### src/rtl/dmem_bus_pkg.sv
// Shared types and helpers for the data-memory bus arbiter.
//   arb_state_t : arbiter FSM states
//   mem_size_t  : access width (byte / half / word)
//   grant_t     : which requester owns the bus
//   F3_*        : RV32I load/store funct3 encodings
//   lane_sel()  : byte-select generation from size and addr[1:0]
//   is_misaligned() : natural-alignment check
package dmem_bus_pkg;

  typedef enum logic [1:0] {IDLE, ACTIVE, RESP} arb_state_t;
  typedef enum logic [1:0] {SZ_B, SZ_H, SZ_W} mem_size_t;
  typedef enum logic {GNT_CORE, GNT_DBG} grant_t;

  localparam logic [2:0] F3_LB  = 3'b000;
  localparam logic [2:0] F3_LH  = 3'b001;
  localparam logic [2:0] F3_LW  = 3'b010;
  localparam logic [2:0] F3_LBU = 3'b100;
  localparam logic [2:0] F3_LHU = 3'b101;

  function automatic logic [3:0] lane_sel(input mem_size_t size, input logic [1:0] k);
    case (size)
      SZ_B:    return 4'b0001 << k;
      SZ_H:    return 4'b0011 << k;
      default: return 4'b1111;
    endcase
  endfunction

  function automatic logic is_misaligned(input mem_size_t size, input logic [1:0] k);
    case (size)
      SZ_H:    return k[0];
      SZ_W:    return |k;
      default: return 1'b0;
    endcase
  endfunction

endpackage

### src/rtl/dmem_lane_steer.sv
// Combinational byte-lane steering for both directions of the data bus.
// Request side:  req_size, req_k (addr[1:0]), req_wdata (right-aligned)
//                -> sel, wdata_steered (lane-replicated), misaligned
// Response side: rsp_size, rsp_k, rsp_signed, rsp_rdata_raw (bus word)
//                -> rsp_rdata (right-aligned, sign- or zero-extended)
module dmem_lane_steer
  import dmem_bus_pkg::*;
(
  input  mem_size_t   req_size,
  input  logic [1:0]  req_k,
  input  logic [31:0] req_wdata,
  output logic [3:0]  sel,
  output logic [31:0] wdata_steered,
  output logic        misaligned,
  input  mem_size_t   rsp_size,
  input  logic [1:0]  rsp_k,
  input  logic        rsp_signed,
  input  logic [31:0] rsp_rdata_raw,
  output logic [31:0] rsp_rdata
);

  logic [31:0] shifted;

  always_comb begin
    sel        = lane_sel(req_size, req_k);
    misaligned = is_misaligned(req_size, req_k);
    case (req_size)
      SZ_B:    wdata_steered = {4{req_wdata[7:0]}};
      SZ_H:    wdata_steered = {2{req_wdata[15:0]}};
      default: wdata_steered = req_wdata;
    endcase
  end

  always_comb begin
    shifted = rsp_rdata_raw >> {rsp_k, 3'b000};
    case (rsp_size)
      SZ_B:    rsp_rdata = {{24{rsp_signed & shifted[7]}}, shifted[7:0]};
      SZ_H:    rsp_rdata = {{16{rsp_signed & shifted[15]}}, shifted[15:0]};
      default: rsp_rdata = shifted;
    endcase
  end

endmodule

### src/rtl/dmem_bus_arbiter.sv
// Shares one Wishbone master between the core load/store port and the debug
// system-bus access port. Round-robin on simultaneous requests, lane
// steering, load extension, misalignment errors and a bus timeout.
// Ports:
//   clk, reset_n             : clock, async active-low reset
//   mem_*_mem, stall_pipl    : core MEM-stage request/response and stall
//   dbg_*                    : debug SBA request/response
//   wb_*_o / wb_*_i          : Wishbone master interface
module dmem_bus_arbiter
  import dmem_bus_pkg::*;
#(
  parameter int unsigned TIMEOUT_CYCLES = 255,
  parameter int unsigned TO_W           = 8
) (
  input  logic        clk,
  input  logic        reset_n,
  input  logic [31:0] mem_addr_mem,
  input  logic [31:0] mem_wdata_mem,
  input  logic        mem_write_mem,
  input  logic        mem_read_mem,
  input  logic [2:0]  mem_op_mem,
  output logic [31:0] mem_rdata_mem,
  output logic        mem_ack_mem,
  output logic        mem_err_mem,
  output logic        stall_pipl,
  input  logic        dbg_req,
  input  logic        dbg_we,
  input  logic [31:0] dbg_addr,
  input  logic [31:0] dbg_wdata,
  input  logic [1:0]  dbg_size,
  output logic [31:0] dbg_rdata,
  output logic        dbg_ack,
  output logic        dbg_err,
  output logic        wb_cyc_o,
  output logic        wb_stb_o,
  output logic        wb_we_o,
  output logic [31:0] wb_adr_o,
  output logic [31:0] wb_dat_o,
  output logic [3:0]  wb_sel_o,
  input  logic [31:0] wb_dat_i,
  input  logic        wb_ack_i,
  input  logic        wb_err_i
);

  localparam logic [TO_W-1:0] TO_LAST =
    TO_W'((TIMEOUT_CYCLES == 0) ? 0 : TIMEOUT_CYCLES - 1);

  arb_state_t      state;
  grant_t          gnt;
  grant_t          last_grant;
  mem_size_t       rsp_size;
  logic [1:0]      rsp_k;
  logic            rsp_signed;
  logic [TO_W-1:0] to_cnt;

  logic        core_req;
  logic        core_bad;
  mem_size_t   core_size;
  mem_size_t   dbg_sz;
  logic        pick_dbg;

  logic        req_we;
  logic [31:0] req_addr;
  logic [31:0] req_wdata;
  mem_size_t   req_size;
  logic        req_signed;
  logic        req_bad;

  logic [3:0]  req_sel;
  logic [31:0] req_wdata_steered;
  logic        req_misaligned;
  logic [31:0] rsp_rdata;

  logic        timeout_hit;
  logic        fire;
  logic        fire_dbg;
  logic        fire_err;
  logic [31:0] fire_data;

  assign core_req   = mem_read_mem | mem_write_mem;
  assign stall_pipl = core_req & ~mem_ack_mem;

  // Debug wins only when the core is idle or the core was served last.
  assign pick_dbg = dbg_req & (~core_req | (last_grant == GNT_CORE));

  always_comb begin
    core_bad = !(mem_op_mem inside {F3_LB, F3_LH, F3_LW, F3_LBU, F3_LHU});
    case (mem_op_mem)
      F3_LB, F3_LBU: core_size = SZ_B;
      F3_LH, F3_LHU: core_size = SZ_H;
      default:       core_size = SZ_W;
    endcase
    case (dbg_size)
      2'd0:    dbg_sz = SZ_B;
      2'd1:    dbg_sz = SZ_H;
      default: dbg_sz = SZ_W;
    endcase
  end

  always_comb begin
    if (pick_dbg) begin
      req_we     = dbg_we;
      req_addr   = dbg_addr;
      req_wdata  = dbg_wdata;
      req_size   = dbg_sz;
      req_signed = 1'b0;
      req_bad    = (dbg_size == 2'd3);
    end else begin
      // Read and write both set is treated as a store.
      req_we     = mem_write_mem;
      req_addr   = mem_addr_mem;
      req_wdata  = mem_wdata_mem;
      req_size   = core_size;
      req_signed = ~mem_op_mem[2];
      req_bad    = core_bad;
    end
  end

  dmem_lane_steer u_steer (
    .req_size      (req_size),
    .req_k         (req_addr[1:0]),
    .req_wdata     (req_wdata),
    .sel           (req_sel),
    .wdata_steered (req_wdata_steered),
    .misaligned    (req_misaligned),
    .rsp_size      (rsp_size),
    .rsp_k         (rsp_k),
    .rsp_signed    (rsp_signed),
    .rsp_rdata_raw (wb_dat_i),
    .rsp_rdata     (rsp_rdata)
  );

  assign timeout_hit = (TIMEOUT_CYCLES != 0) && (to_cnt == TO_LAST);

  // Response for the RESP cycle, decided in the cycle before it. A slave
  // ack in the timeout cycle takes priority over the forced error.
  always_comb begin
    fire      = 1'b0;
    fire_dbg  = (gnt == GNT_DBG);
    fire_err  = 1'b0;
    fire_data = '0;
    case (state)
      IDLE: begin
        if ((core_req | dbg_req) && (req_bad | req_misaligned)) begin
          fire     = 1'b1;
          fire_dbg = pick_dbg;
          fire_err = 1'b1;
        end
      end
      ACTIVE: begin
        if (wb_ack_i | wb_err_i) begin
          fire      = 1'b1;
          fire_err  = wb_err_i;
          fire_data = (wb_err_i | wb_we_o) ? '0 : rsp_rdata;
        end else if (timeout_hit) begin
          fire     = 1'b1;
          fire_err = 1'b1;
        end
      end
      default: ;
    endcase
  end

  always_ff @(posedge clk or negedge reset_n) begin
    if (!reset_n) begin
      state         <= IDLE;
      gnt           <= GNT_CORE;
      last_grant    <= GNT_DBG;
      rsp_size      <= SZ_B;
      rsp_k         <= '0;
      rsp_signed    <= 1'b0;
      to_cnt        <= '0;
      wb_cyc_o      <= 1'b0;
      wb_stb_o      <= 1'b0;
      wb_we_o       <= 1'b0;
      wb_adr_o      <= '0;
      wb_dat_o      <= '0;
      wb_sel_o      <= '0;
      mem_ack_mem   <= 1'b0;
      mem_err_mem   <= 1'b0;
      mem_rdata_mem <= '0;
      dbg_ack       <= 1'b0;
      dbg_err       <= 1'b0;
      dbg_rdata     <= '0;
    end else begin
      mem_ack_mem   <= fire & ~fire_dbg;
      mem_err_mem   <= fire & ~fire_dbg & fire_err;
      mem_rdata_mem <= (fire & ~fire_dbg) ? fire_data : '0;
      dbg_ack       <= fire & fire_dbg;
      dbg_err       <= fire & fire_dbg & fire_err;
      dbg_rdata     <= (fire & fire_dbg) ? fire_data : '0;

      case (state)
        IDLE: begin
          if (core_req | dbg_req) begin
            gnt        <= pick_dbg ? GNT_DBG : GNT_CORE;
            last_grant <= pick_dbg ? GNT_DBG : GNT_CORE;
            rsp_size   <= req_size;
            rsp_k      <= req_addr[1:0];
            rsp_signed <= req_signed;
            if (req_bad | req_misaligned) begin
              state <= RESP;
            end else begin
              state    <= ACTIVE;
              to_cnt   <= '0;
              wb_cyc_o <= 1'b1;
              wb_stb_o <= 1'b1;
              wb_we_o  <= req_we;
              wb_adr_o <= {req_addr[31:2], 2'b00};
              wb_dat_o <= req_wdata_steered;
              wb_sel_o <= req_sel;
            end
          end
        end
        ACTIVE: begin
          if (fire) begin
            state    <= RESP;
            wb_cyc_o <= 1'b0;
            wb_stb_o <= 1'b0;
          end else begin
            to_cnt <= to_cnt + 1'b1;
          end
        end
        RESP:    state <= IDLE;
        default: state <= IDLE;
      endcase
    end
  end

endmodule

### config.mk
export PLATFORM = sky130hd
export DESIGN_NAME = dmem_bus_arbiter
export DESIGN_NICKNAME = d
export VERILOG_FILES = /design/src/rtl/dmem_bus_pkg.sv /design/src/rtl/dmem_lane_steer.sv /design/src/rtl/dmem_bus_arbiter.sv
export SDC_FILE = /design/constraint.sdc
export NUM_CORES = 1
export LEC_CHECK = 0
export CAP_MARGIN = 20
export CORE_MARGIN = 2
export CORE_UTILIZATION = 55
export CTS_CLUSTER_SIZE = 25
export DETAILED_ROUTE_END_ITERATION = 7
export DONT_BUFFER_PORTS = 1
export GPL_TIMING_DRIVEN = 0
export HOLD_SLACK_MARGIN = 0.08
export MAX_ROUTING_LAYER = met4
export PLACE_DENSITY_LB_ADDON = 0.08
export SLEW_MARGIN = 25
export SYNTH_ARGS = -nofsm -noshare
export SYNTH_HDL_FRONTEND = slang
export SYNTH_SLANG_ARGS = --single-unit
### constraint.sdc
create_clock -name clk -period 10.9 [get_ports clk]
set_input_delay 2.18 -clock clk [delete_from_list [all_inputs] [get_ports clk]]
set_output_delay 2.18 -clock clk [all_outputs]
set_load 0.005 [all_outputs]
**Word level (Yosys, flattened, before mapping)**

Index checks and enable logic that the tools add are counted.

- Bits in registers: 153
- Bits of input ports: 173
- Output and inout bits: 140
- Logic and storage cells: 112

- Add/sub/neg operators: 1
- Equality and inequality tests: 15
- Shift operators: 3
- Mux-type cells: 38
- Bitwise operators: 20
- Reduce and logical (&&, ||, !) cells: 17

Operator list:

| operator | count |
|---|---|
| 32-bit two-way mux | 7 |
| 32-bit one-hot mux with 2 select lines | 2 |
| 32-bit by 5-bit right shift with 32-bit output | 1 |
| 8-bit two-way mux | 3 |
| 8-bit one-hot mux with 2 select lines | 1 |
| 1-bit two-way mux | 13 |
| 2-bit one-hot mux with 2 select lines | 3 |
| 8-bit by 1-bit adder with 8-bit output, second input constant | 1 |
| 1-bit bitwise AND | 8 |
| 2-bit by 1-bit == test with 1-bit output, second input constant | 4 |
| 8-bit == test, second input constant | 1 |
| 2-bit logical NOT | 4 |
| 2-bit two-way mux | 4 |
| 2-bit != test, second input constant | 4 |
| 1-bit one-hot mux with 2 select lines | 4 |
| 4-bit one-hot mux with 2 select lines | 1 |
| 4-bit AND reduction | 2 |
| 3-bit == test, second input constant | 2 |
| 1-bit NOT | 6 |
| 1-bit OR | 6 |
| 2-bit OR reduction | 3 |
| 5-bit nonzero test | 1 |
| 2-bit == test, second input constant | 2 |
| 2-bit AND reduction | 2 |
| 9 further kinds | 9 |

**Depth between registers and ports, before layout**

Gate-level depths: netlist of the first run.

- Word-level depth: 14
- Gate-level depth with buffers: 14
- Depth with buffers taken out: 10

**Cells and area by module**

Synthesis of the first run repeated with hierarchy kept, for this count alone.

- Cell total of the unflattened synthesis: 713
- Area, all modules: 7793.7 um2

By module, submodules not included:

| module | times used | cells an instance | area each (um2) | seq. area each (um2) |
|---|---|---|---|---|
| dmem_bus_arbiter | 1 | 532 | 6527.5 | 3829.9 |
| dmem_lane_steer | 1 | 181 | 1266.2 | 0.0 |

**Worst setup path after synthesis of the first run**

No wires, ideal clock.

- Path type: in2reg
- Start: input port mem_write_mem
- End: register wb_dat_o[13]
- Library setup time: 0.125 ns
- Arrival time: 5.185 ns
- Data required time: 10.775 ns
- Setup slack: 5.590 ns
- Cell stages on the path: 12
- Path buffers: 4
- Path through: buf_2 o21ai_2 nand2_1 buf_2 buf_1 nor3b_1 a31oi_1 ha_1 a311o_1 nor3_4 buf_6 mux2_2

- Longest elaborated chain between the ends: 10
- Elaborated cells on any way between the ends: 18
- Classes of those cells: 2 x eq/ne; 6 x mux; 7 x bitwise; 3 x reduce/logical

RTL lines:

| what | RTL line | text |
|---|---|---|
| start, declared | dmem_bus_arbiter.sv:19 | `input logic mem_write_mem,` |
| 1-bit OR (*) | dmem_bus_arbiter.sv:80 | `assign core_req = mem_read_mem \| mem_write_mem;` |
| 1-bit NOT | dmem_bus_arbiter.sv:84 | `assign pick_dbg = dbg_req & (~core_req \| (last_grant == GNT_CORE));` |
| 1-bit OR | dmem_bus_arbiter.sv:84 |  |
| 1-bit bitwise AND | dmem_bus_arbiter.sv:84 |  |
| 2-bit two-way mux or 32-bit two-way mux (tied branches) | dmem_bus_arbiter.sv:101 | `if (pick_dbg) begin` |
| 2-bit == test (tied with other cells) | dmem_bus_pkg.sv:29 | `case (size)` |
| 1-bit one-hot mux with 2 select lines | dmem_bus_pkg.sv:29 |  |
| 1-bit OR | dmem_bus_arbiter.sv:201 | `if (req_bad \| req_misaligned) begin` |
| 1-bit NOT (no line) | n/a |  |
| 3-bit AND reduction (no line) | n/a |  |
| end signal, assigned | dmem_bus_arbiter.sv:210 | `wb_dat_o <= req_wdata_steered;` |
| end, declared | dmem_bus_arbiter.sv:38 | `output logic [31:0] wb_dat_o,` |

Mark *: on every way between the ends. The rest lies on a longest branch, timed or not.
A chain may end at the register's enable or synchronous reset.

**Worst setup path in the final report of the first run**

- Start: input port mem_write_mem
- End: register dbg_rdata[9]

- Longest elaborated chain between the ends: 13
- Elaborated cells on any way between the ends: 20
- Classes of those cells: 2 x eq/ne; 9 x mux; 7 x bitwise; 2 x reduce/logical

RTL lines:

| what | RTL line | text |
|---|---|---|
| 1-bit OR (*) | dmem_bus_arbiter.sv:80 |  |
| 1-bit NOT (*) | dmem_bus_arbiter.sv:84 |  |
| 1-bit OR (*) | dmem_bus_arbiter.sv:84 |  |
| 1-bit bitwise AND (*) | dmem_bus_arbiter.sv:84 |  |
| 2-bit two-way mux (*) | dmem_bus_arbiter.sv:101 |  |
| via req_size[0] | dmem_bus_arbiter.sv:65 | `mem_size_t req_size;` |
| 2-bit == test or 2-bit by 1-bit == test with 1-bit output (tied branches) | dmem_bus_pkg.sv:29 |  |
| 1-bit one-hot mux with 2 select lines (*) | dmem_bus_pkg.sv:29 |  |
| 1-bit OR (*) | dmem_bus_arbiter.sv:144 | `if ((core_req \| dbg_req) && (req_bad \| req_misaligned)) begin` |
| 1-bit logical AND (*) | dmem_bus_arbiter.sv:144 |  |
| 1-bit two-way mux | dmem_bus_arbiter.sv:144 |  |
| 1-bit one-hot mux with 2 select lines or 1-bit two-way mux (tied branches) | dmem_bus_arbiter.sv:142 | `case (state)` |
| 1-bit bitwise AND (*) | dmem_bus_arbiter.sv:191 | `dbg_rdata <= (fire & fire_dbg) ? fire_data : '0;` |
| 32-bit two-way mux (*) | dmem_bus_arbiter.sv:191 |  |
| end signal, assigned | dmem_bus_arbiter.sv:191 |  |
| end, declared | dmem_bus_arbiter.sv:31 | `output logic [31:0] dbg_rdata,` |

The timed path passes the listed nets; every way through them passes the cells marked *.

==> flow_metrics.tcl, run 1 <==
set metrics [dict create \
    syn_area_per_cell_um2 11.1 \
    slowest_stage "o21ai_1" \
    clk_pin_slew_worst_paths_ps 60 \
    fin_nets 883 \
    finalSetupTns_ps 0 \
    hold_start "wb_sel_o[0]$_DFFE_PN0P_" \
    h-tree-depth 4 \
    grt_use_total_pct 29.6 \
    p_seq_share_pct 39.1 \
    rsz0062_at_grt "false" \
    ctsHoldBuffers 0 \
    layout-area-overhead-vs-synth_pct 11.0 \
    cp_max_fo 10 \
    wl_met2_um 10200 \
    grt_pass1_vias 5602 \
    top_layer "met4" \
    multiInputGateArea_um2 3480 \
    finalMaxSlewViolations 0 \
    pwr-share-clk_pct 27.7 \
    wl_per_cell_um 24.1 \
    drive_above_1_share_pct 23.7 \
    cp_data_arrival_time_ps 6030 \
    ios 313 \
    first_iter_violations 394 \
    wl_met1_um 8800 \
    cts_resized 0 \
    grt_antenna_before_repair 0 \
    io_buffers 0 \
    clock_tree.buffer_depth 2 \
    ys_dominant_reg_cell "dfrtp_1" \
    min_path_type "flop to flop" \
    swShare_pct 34.4 \
    yosysWarnings 0 \
    post-dp-hpwl_um 16300 \
    p_sw_uw 761 \
    setup_viol 0 \
    dr.pass1.iters 5 \
    internal_power_uw 1450 \
    die_area_um2 14800 \
    core_area_um2 13300 \
    cp_cell_sequence "buf_2, o21ai_2, nand2_1, buf_2, buf_1, nor3b_1, a31oi_1, inv_1, ha_1, a311o_1, o21ai_1, clkbuf_1, a21oi_1" \
    synth_edf_count 0 \
    maxSlewHeadroom_pct 47.8 \
    antennaDiodeCount 0 \
    end_kind "flop" \
    postLayoutCoreUtil_pct 63.3 \
    ir_drop_mv 0.114 \
    die_h_um 122 \
    min_path_cells 1 \
    remaining_drc_errors 0 \
    clkLatencyLatePin_ps 420 \
    worstSetupPathType "input port to flop" \
    period_needed_ps 5760 \
    async_flop_share_pct 100 \
    cp-start-kind "input port" \
    root_buffer "clkbuf_16" \
    rr_startpoint "last_grant$_DFFE_PN1P_" \
    synth_seq_cells 153 \
    ys_seq_area_share_pct 50.4 \
    postCtsSetupBuffers 0 \
    skew_ps 11.3 \
    worstMarginPinSlew_ps 784 \
    netlist_area_um2 7610 \
    fillers 1078 \
    grt_overflow 0 \
    cp_common_cell "buf_2" \
    holdPathEnd "wb_sel_o[0]$_DFFE_PN0P_" \
    slowest_delay_ps 610 \
    maxCapViolCount 0 \
    grt_max_degree 154 \
    fmax_ghz 0.174 \
    reg2reg_depth 12 \
    r2r_slack_ps 6500 \
    r2r-end "dbg_rdata[9]$_DFF_PN0_" \
    routabilityCongestion 0.928 \
    cts_buffers 17 \
    status "finished clean" \
    rows 42 \
    p_per_area_nw_per_um2 262 \
    synthCells 684 \
    critPathRequiredTime_ps 11170 \
    p_leak_uw 0.00363 \
    detail-route-antenna-nets 0 \
    vias 5773 \
    initial_core_util_pct 57.0 \
    yosysUniqueCellTypes 51 \
    dr_wl_met3_um 1920 \
    finalCritPeriodShare_pct 52.8 \
    hold_viol_final 0 \
    regArea_um2 3830 \
    tritoncts "done" \
    drt-vias-per-instance 6.47 \
    drt_wl_total_um 21500 \
    clock-sinks 153 \
    die_x_um 122 \
    grt_pass1_wl_um 32100 \
    comb_power_share_pct 33.1 \
]
layout by cell type, fill, tap and decap left out, drive strengths merged, types with 4 or more instances in the layout:
master / instances
o211ai: 14
clkinv: 4
inv: 12
bufinv: 4
nand3: 11
mux2i: 36
o21ai: 40
a21oi: 82
buf: 25
nor3: 5
o22ai: 9
mux2: 119
dfrtp: 152
clkbuf: 46
a221o: 8
nor2: 16
nand4: 4
nand2b: 5
nand2: 73
ha: 6
a22o: 8
power groups by stage:
stage                     Combinational (uW)  Sequential (uW)  Clock (uW)
after global placement                   707              873           0
after global routing                     800              883         645
after detailed placement                 723              878           0
final                                    733              866         614
after CTS                                728              870         621
after floorplan                          582              822           0
synth_stat cells (2+ instances only):
library cell / n / share of area, %
dfrtp_1: 152 / 50
mux2_2: 115 / 17
a21oi_1: 82 / 5.4
nand2_1: 73 / 3.6
o21ai_0: 38 / 2.5
mux2i_1: 36 / 4.7
clkbuf_1: 27 / 1.3
nor2_1: 16 / 0.79
o211ai_1: 13 / 1.3
inv_1: 11 / 0.54
nand3_1: 11 / 0.72
o22ai_1: 9 / 0.74
a221o_1: 8 / 1.1
a22o_1: 8 / 0.92
buf_2: 8 / 0.53
buf_1: 7 / 0.35
buf_6: 7 / 1.0
ha_1: 6 / 0.99
nand2b_1: 5 / 0.41
mux2_1: 4 / 0.59
nand4_1: 4 / 0.33
nor3_1: 4 / 0.26
a21o_1: 3 / 0.30
buf_4: 3 / 0.30
xor2_1: 3 / 0.35
mux4_2: 2 / 0.59
nor2b_1: 2 / 0.16
o211a_1: 2 / 0.26
o311ai_0: 2 / 0.23
or3_1: 2 / 0.16
critical path, delay by kind of cell:
kind                       cells  cell delay, ps
AOI/OAI and AO/OA              5            1680
adders and majority gates      1             260
buffers and inverters          5            1620
and+or+nand+nor                2             280
routing by layer:
layer | vias to the layer above | global-route usage, %
met1 | 2856 | 38.7
met5 | - | -
met2 | 357 | 45.4
li1 | 2511 | -
met4 | 0 | 8.84
met3 | 49 | 8.24
state kept, by name (all words and copies together), names as in the netlist, 2 cells and up:
| register | flops |
|---|---|
| wb_adr_o | 30 |
| rsp_k | 2 |
| rsp_size | 2 |
| state | 2 |
| wb_sel_o | 4 |
| mem_rdata_mem | 32 |
| to_cnt | 8 |
| wb_dat_o | 32 |
| dbg_rdata | 32 |
kinds of logic after synthesis:
family                     synth area share, %
adders and majority gates                0.987
xor gates and xnor gates                 0.346
buffers and inverters                     4.08
and+or+nand+nor                           7.01
DFF                                       50.4
muxes                                     22.9
other                                   0.0493
AOI/OAI and AO/OA                         14.2
through the flow:
step / setup slack (ps) / area (um^2) / power (uW) / cells / hold WS (ps)
2_1_floorplan: 5590 / 7610 / 1400 / 685 / 471
3_3_place_gp: 4780 / 7830 / 1580 / 861 / 506
3_5_place_dp: 4770 / 7830 / 1600 / 861 / 503
4_1_cts: 5150 / 8440 / 2220 / 892 / 525
5_1_grt: 4830 / 8450 / 2330 / 892 / 551
6_report: 5140 / 8450 / 2210 / 892 / 520
worst max path at each step:
stage | startpoint | endpoint | slack [ps] | cells past startpoint
after floorplan | mem_write_mem | wb_dat_o[13]$_DFFE_PN0P_ | 5590 | 12
after detailed placement | mem_write_mem | wb_sel_o[1]$_DFFE_PN0P_ | 4770 | 14
after CTS | mem_write_mem | wb_sel_o[1]$_DFFE_PN0P_ | 5150 | 14
after global routing | mem_write_mem | wb_sel_o[1]$_DFFE_PN0P_ | 4830 | 14
final | mem_write_mem | dbg_rdata[9]$_DFF_PN0_ | 5140 | 13
after global placement | mem_write_mem | wb_sel_o[1]$_DFFE_PN0P_ | 4780 | 14
area by class of cell:
cell class              instances  share of cell area [%]
multi-input cells             469                    41.2
inverters                      11                   0.489
plain buffers                  52                    3.19
flip-flops and latches        153                    45.3
well taps                     176                    2.61
clock inverters                12                    2.07
clock buffers                  19                    5.13
(Power assumes the default switching activity.)
==> run 2, diff against run 1 <==
--- a/config.mk
+++ b/config.mk
@@ -5,11 +5,12 @@
 export SDC_FILE = /design/constraint.sdc
 export NUM_CORES = 1
 export LEC_CHECK = 0
+export ABC_AREA = 1
 export CAP_MARGIN = 20
-export CORE_MARGIN = 2
-export CORE_UTILIZATION = 55
+export CORE_AREA = 2 2 123 125
 export CTS_CLUSTER_SIZE = 25
 export DETAILED_ROUTE_END_ITERATION = 7
+export DIE_AREA = 0 0 125 127
 export DONT_BUFFER_PORTS = 1
 export GPL_TIMING_DRIVEN = 0
 export HOLD_SLACK_MARGIN = 0.08
==> constraint.sdc (replaced) <==
create_clock -name clk -period 4.7 [get_ports clk]
set_input_delay 0.94 -clock clk [delete_from_list [all_inputs] [get_ports clk]]
set_output_delay 0.94 -clock clk [all_outputs]
set_load 0.005 [all_outputs]
==> run 2 against run 1 <==
  * Hold slack lost 310 ps
  * Die area up 7.4%
  * Total power grew 130%
  * Final area shrank 3.1%
  * Non-clock buffer count rose by 5
  * Final cell count up 27%
  * Count of clock-buffer cells in the layout shrank 2
  * Sequential share of layout area up 1.4 points
  * Highest routed layer unchanged
==> flow_metrics.tcl, run 2 <==
set metrics [dict create \
    status "finished clean" \
    rsz0062_at_grt "false" \
    fin_area_um2 8190 \
    finalSetupTns_ps 0 \
    syn_area_per_cell_um2 8.02 \
    placed_area_um2 7620 \
    synth.most_common_cell "nand2_1" \
    hold_viol_final 0 \
    root_buffer "clkbuf_16" \
    finalMaxSlewViolations 0 \
    fillers 1361 \
    postCtsSetupBuffers 0 \
    core_area_um2 14400 \
    grt_max_degree 154 \
    layout_commonest_cell "nand2_1" \
    end_kind "flop" \
    skew_ps 7.77 \
    ys_seq_area_share_pct 51.8 \
    period_needed_ps 3480 \
    h-tree-depth 4 \
    cp_cell_sequence "o21ai_2, nand2_2, inv_2, clkbuf_1, nand2_1, o21ai_0, inv_1, ha_1, clkbuf_1, nor2_1, clkbuf_1, o21ai_0, nor2_1, nor2_1, o21ai_1" \
    worstMarginPinSlew_ps 553 \
    die_area_um2 15900 \
    drive_above_1_share_pct 8.39 \
    clock_tree.buffer_depth 2 \
    grt_antenna_before_repair 0 \
    yosysTopAreaCellShare_pct 51.5 \
    yosysTopAreaCell "dfrtp_1" \
    setup_viol 0 \
    cts_buffers 17 \
    initial_core_util_pct 51.2 \
    ios 313 \
    final_cell_mix "272 x nand2_1, 188 x nor2_1, 152 x dfrtp_1, 66 x o21ai_0, 38 x nand3_1" \
    clock-sinks 153 \
    crit_family "buffers and inverters" \
    post-dp-hpwl_um 17100 \
    die_x_um 125 \
    ys_top_cells_by_count "272 x nand2_1, 188 x nor2_1, 152 x dfrtp_1" \
    drt_wl_total_um 22300 \
    tritoncts "done" \
    ys_dominant_reg_cell "dfrtp_1" \
    remaining_drc_errors 0 \
    ir_drop_mv 0.309 \
    ctsHoldBuffers 0 \
    cp-start-kind "input port" \
    routabilityCongestion 0.930 \
    clkLatencyLatePin_ps 430 \
    postLayoutCoreUtil_pct 56.8 \
    reg_top3 "dbg_rdata (32), mem_rdata_mem (32), wb_dat_o (32)" \
    maxSlewHeadroom_pct 62.9 \
    cp_num_buf_inv 5 \
    p_leak_uw 0.00398 \
    io_buffers 0 \
    worstSetupPathType "input port to flop" \
    slowest_stage "clkbuf_1" \
    min_path_type "input port to async pin" \
    first_iter_violations 381 \
    grt_pass1_vias 6377 \
    slowest_delay_ps 420 \
    critPathRequiredTime_ps 5050 \
    finalCritPeriodShare_pct 74.1 \
    grt_use_total_pct 29.3 \
    fin_nets 1120 \
    clk_pin_slew_worst_paths_ps 60 \
    wl_per_cell_um 19.6 \
    rows 44 \
    fmax_ghz 0.287 \
    yosysWarnings 0 \
    cp_data_arrival_time_ps 3830 \
    synthCells 921 \
    synth_seq_cells 153 \
    vias 6367 \
    grt_overflow 0 \
    die_h_um 127 \
    netlist_area_um2 7390 \
    yosysUniqueCellTypes 36 \
    cts_resized 0 \
    drt-vias-per-instance 5.60 \
    maxCapViolCount 0 \
    dr.pass1.iters 6 \
    async_flop_share_pct 100 \
    total_power_uw 5110 \
    p_per_area_nw_per_um2 625 \
    ys_top_cells_by_area "dfrtp_1 51%, nand2_1 14%, nor2_1 9.5%" \
    layout-area-overhead-vs-synth_pct 10.8 \
    synth_edf_count 0 \
    detail-route-antenna-nets 0 \
    grt_pass1_wl_um 34900 \
    antennaDiodeCount 0 \
    cp_max_fo 10 \
]
==> run 2: cell types whose count changed in the layout (fill, tap and decap cells not counted), sizes merged, moves of 14 or more <==
| cell | previous run | this run |
|---|---|---|
| a21oi | 82 | 7 |
| inv | 12 | 42 |
| mux2 | 119 | 0 |
| mux2i | 36 | 15 |
| nand2 | 73 | 276 |
| nand3 | 11 | 42 |
| nor2 | 16 | 188 |
| o211ai | 14 | 0 |
| o21ai | 40 | 76 |
| o31ai | 1 | 32 |
==> run 2: cell families after synthesis <==
group / after synthesis / share of synthesized area, %
XOR/XNOR: 6 / 0.711
AND/OR/NAND/NOR: 516 / 28.0
flip-flops: 153 / 51.8
other: 1 / 0.0507
buffers and inverters: 92 / 5.43
multiplexers: 15 / 2.03
AO/OA/AOI/OAI: 132 / 10.9
adder cells (fa/ha/maj): 6 / 1.02
==> run 2: worst paths after layout <==
kind	slack (ps)	depth (start not counted)	from	to
worst max-delay path	1220	15	mem_write_mem	wb_dat_o[28]$_DFFE_PN0P_
worst min-delay path	210	0	reset_n	mem_rdata_mem[28]$_DFF_PN0_
worst max register to register	1430	14	last_grant$_DFFE_PN1P_	wb_dat_o[28]$_DFFE_PN0P_
worst min register to register	490	2	gnt$_DFFE_PN0P_	gnt$_DFFE_PN0P_
max in group asynchronous	4290	0	reset_n	wb_dat_o[21]$_DFFE_PN0P_
min in group clk	490	2	gnt$_DFFE_PN0P_	gnt$_DFFE_PN0P_
==> run 2: layout make-up <==
class / count / area [um^2] / share of cell area [%]
Tap cell: 184 / 230 / 2.81
Multi-Input combinational cell: 677 / 3160 / 38.6
Inverter: 35 / 131 / 1.60
Sequential cell: 153 / 3830 / 46.8
Clock buffer: 17 / 425 / 5.20
Clock inverter: 14 / 138 / 1.68
Buffer: 57 / 270 / 3.30
==> run 2: per-stage QoR <==
step                      cells  setup slack (ps)  hold WS, ps
after global placement     1106               877          464
after CTS                  1137              1240          190
final                      1137              1220          208
after detailed placement   1106               799          480
after global routing       1137               807          186
after floorplan             922              1690          442
==> run 2: power by group <==
group | internal (uW) | leakage [uW] | switching [uW]
Combinational | 579 | 0.00170 | 1240
Sequential | 1670 | 0.00201 | 320
Clock | 737 | 0.000265 | 569
==> run 2: layer usage <==
layer  vias to the layer above  share of wire, %  track usage (%)
met5                         -                 0                -
met4                         0               2.4             8.63
met3                        44               8.2             8.75
met2                       311                51             51.2
met1                      3026                38             32.6
li1                       2986                 -                -
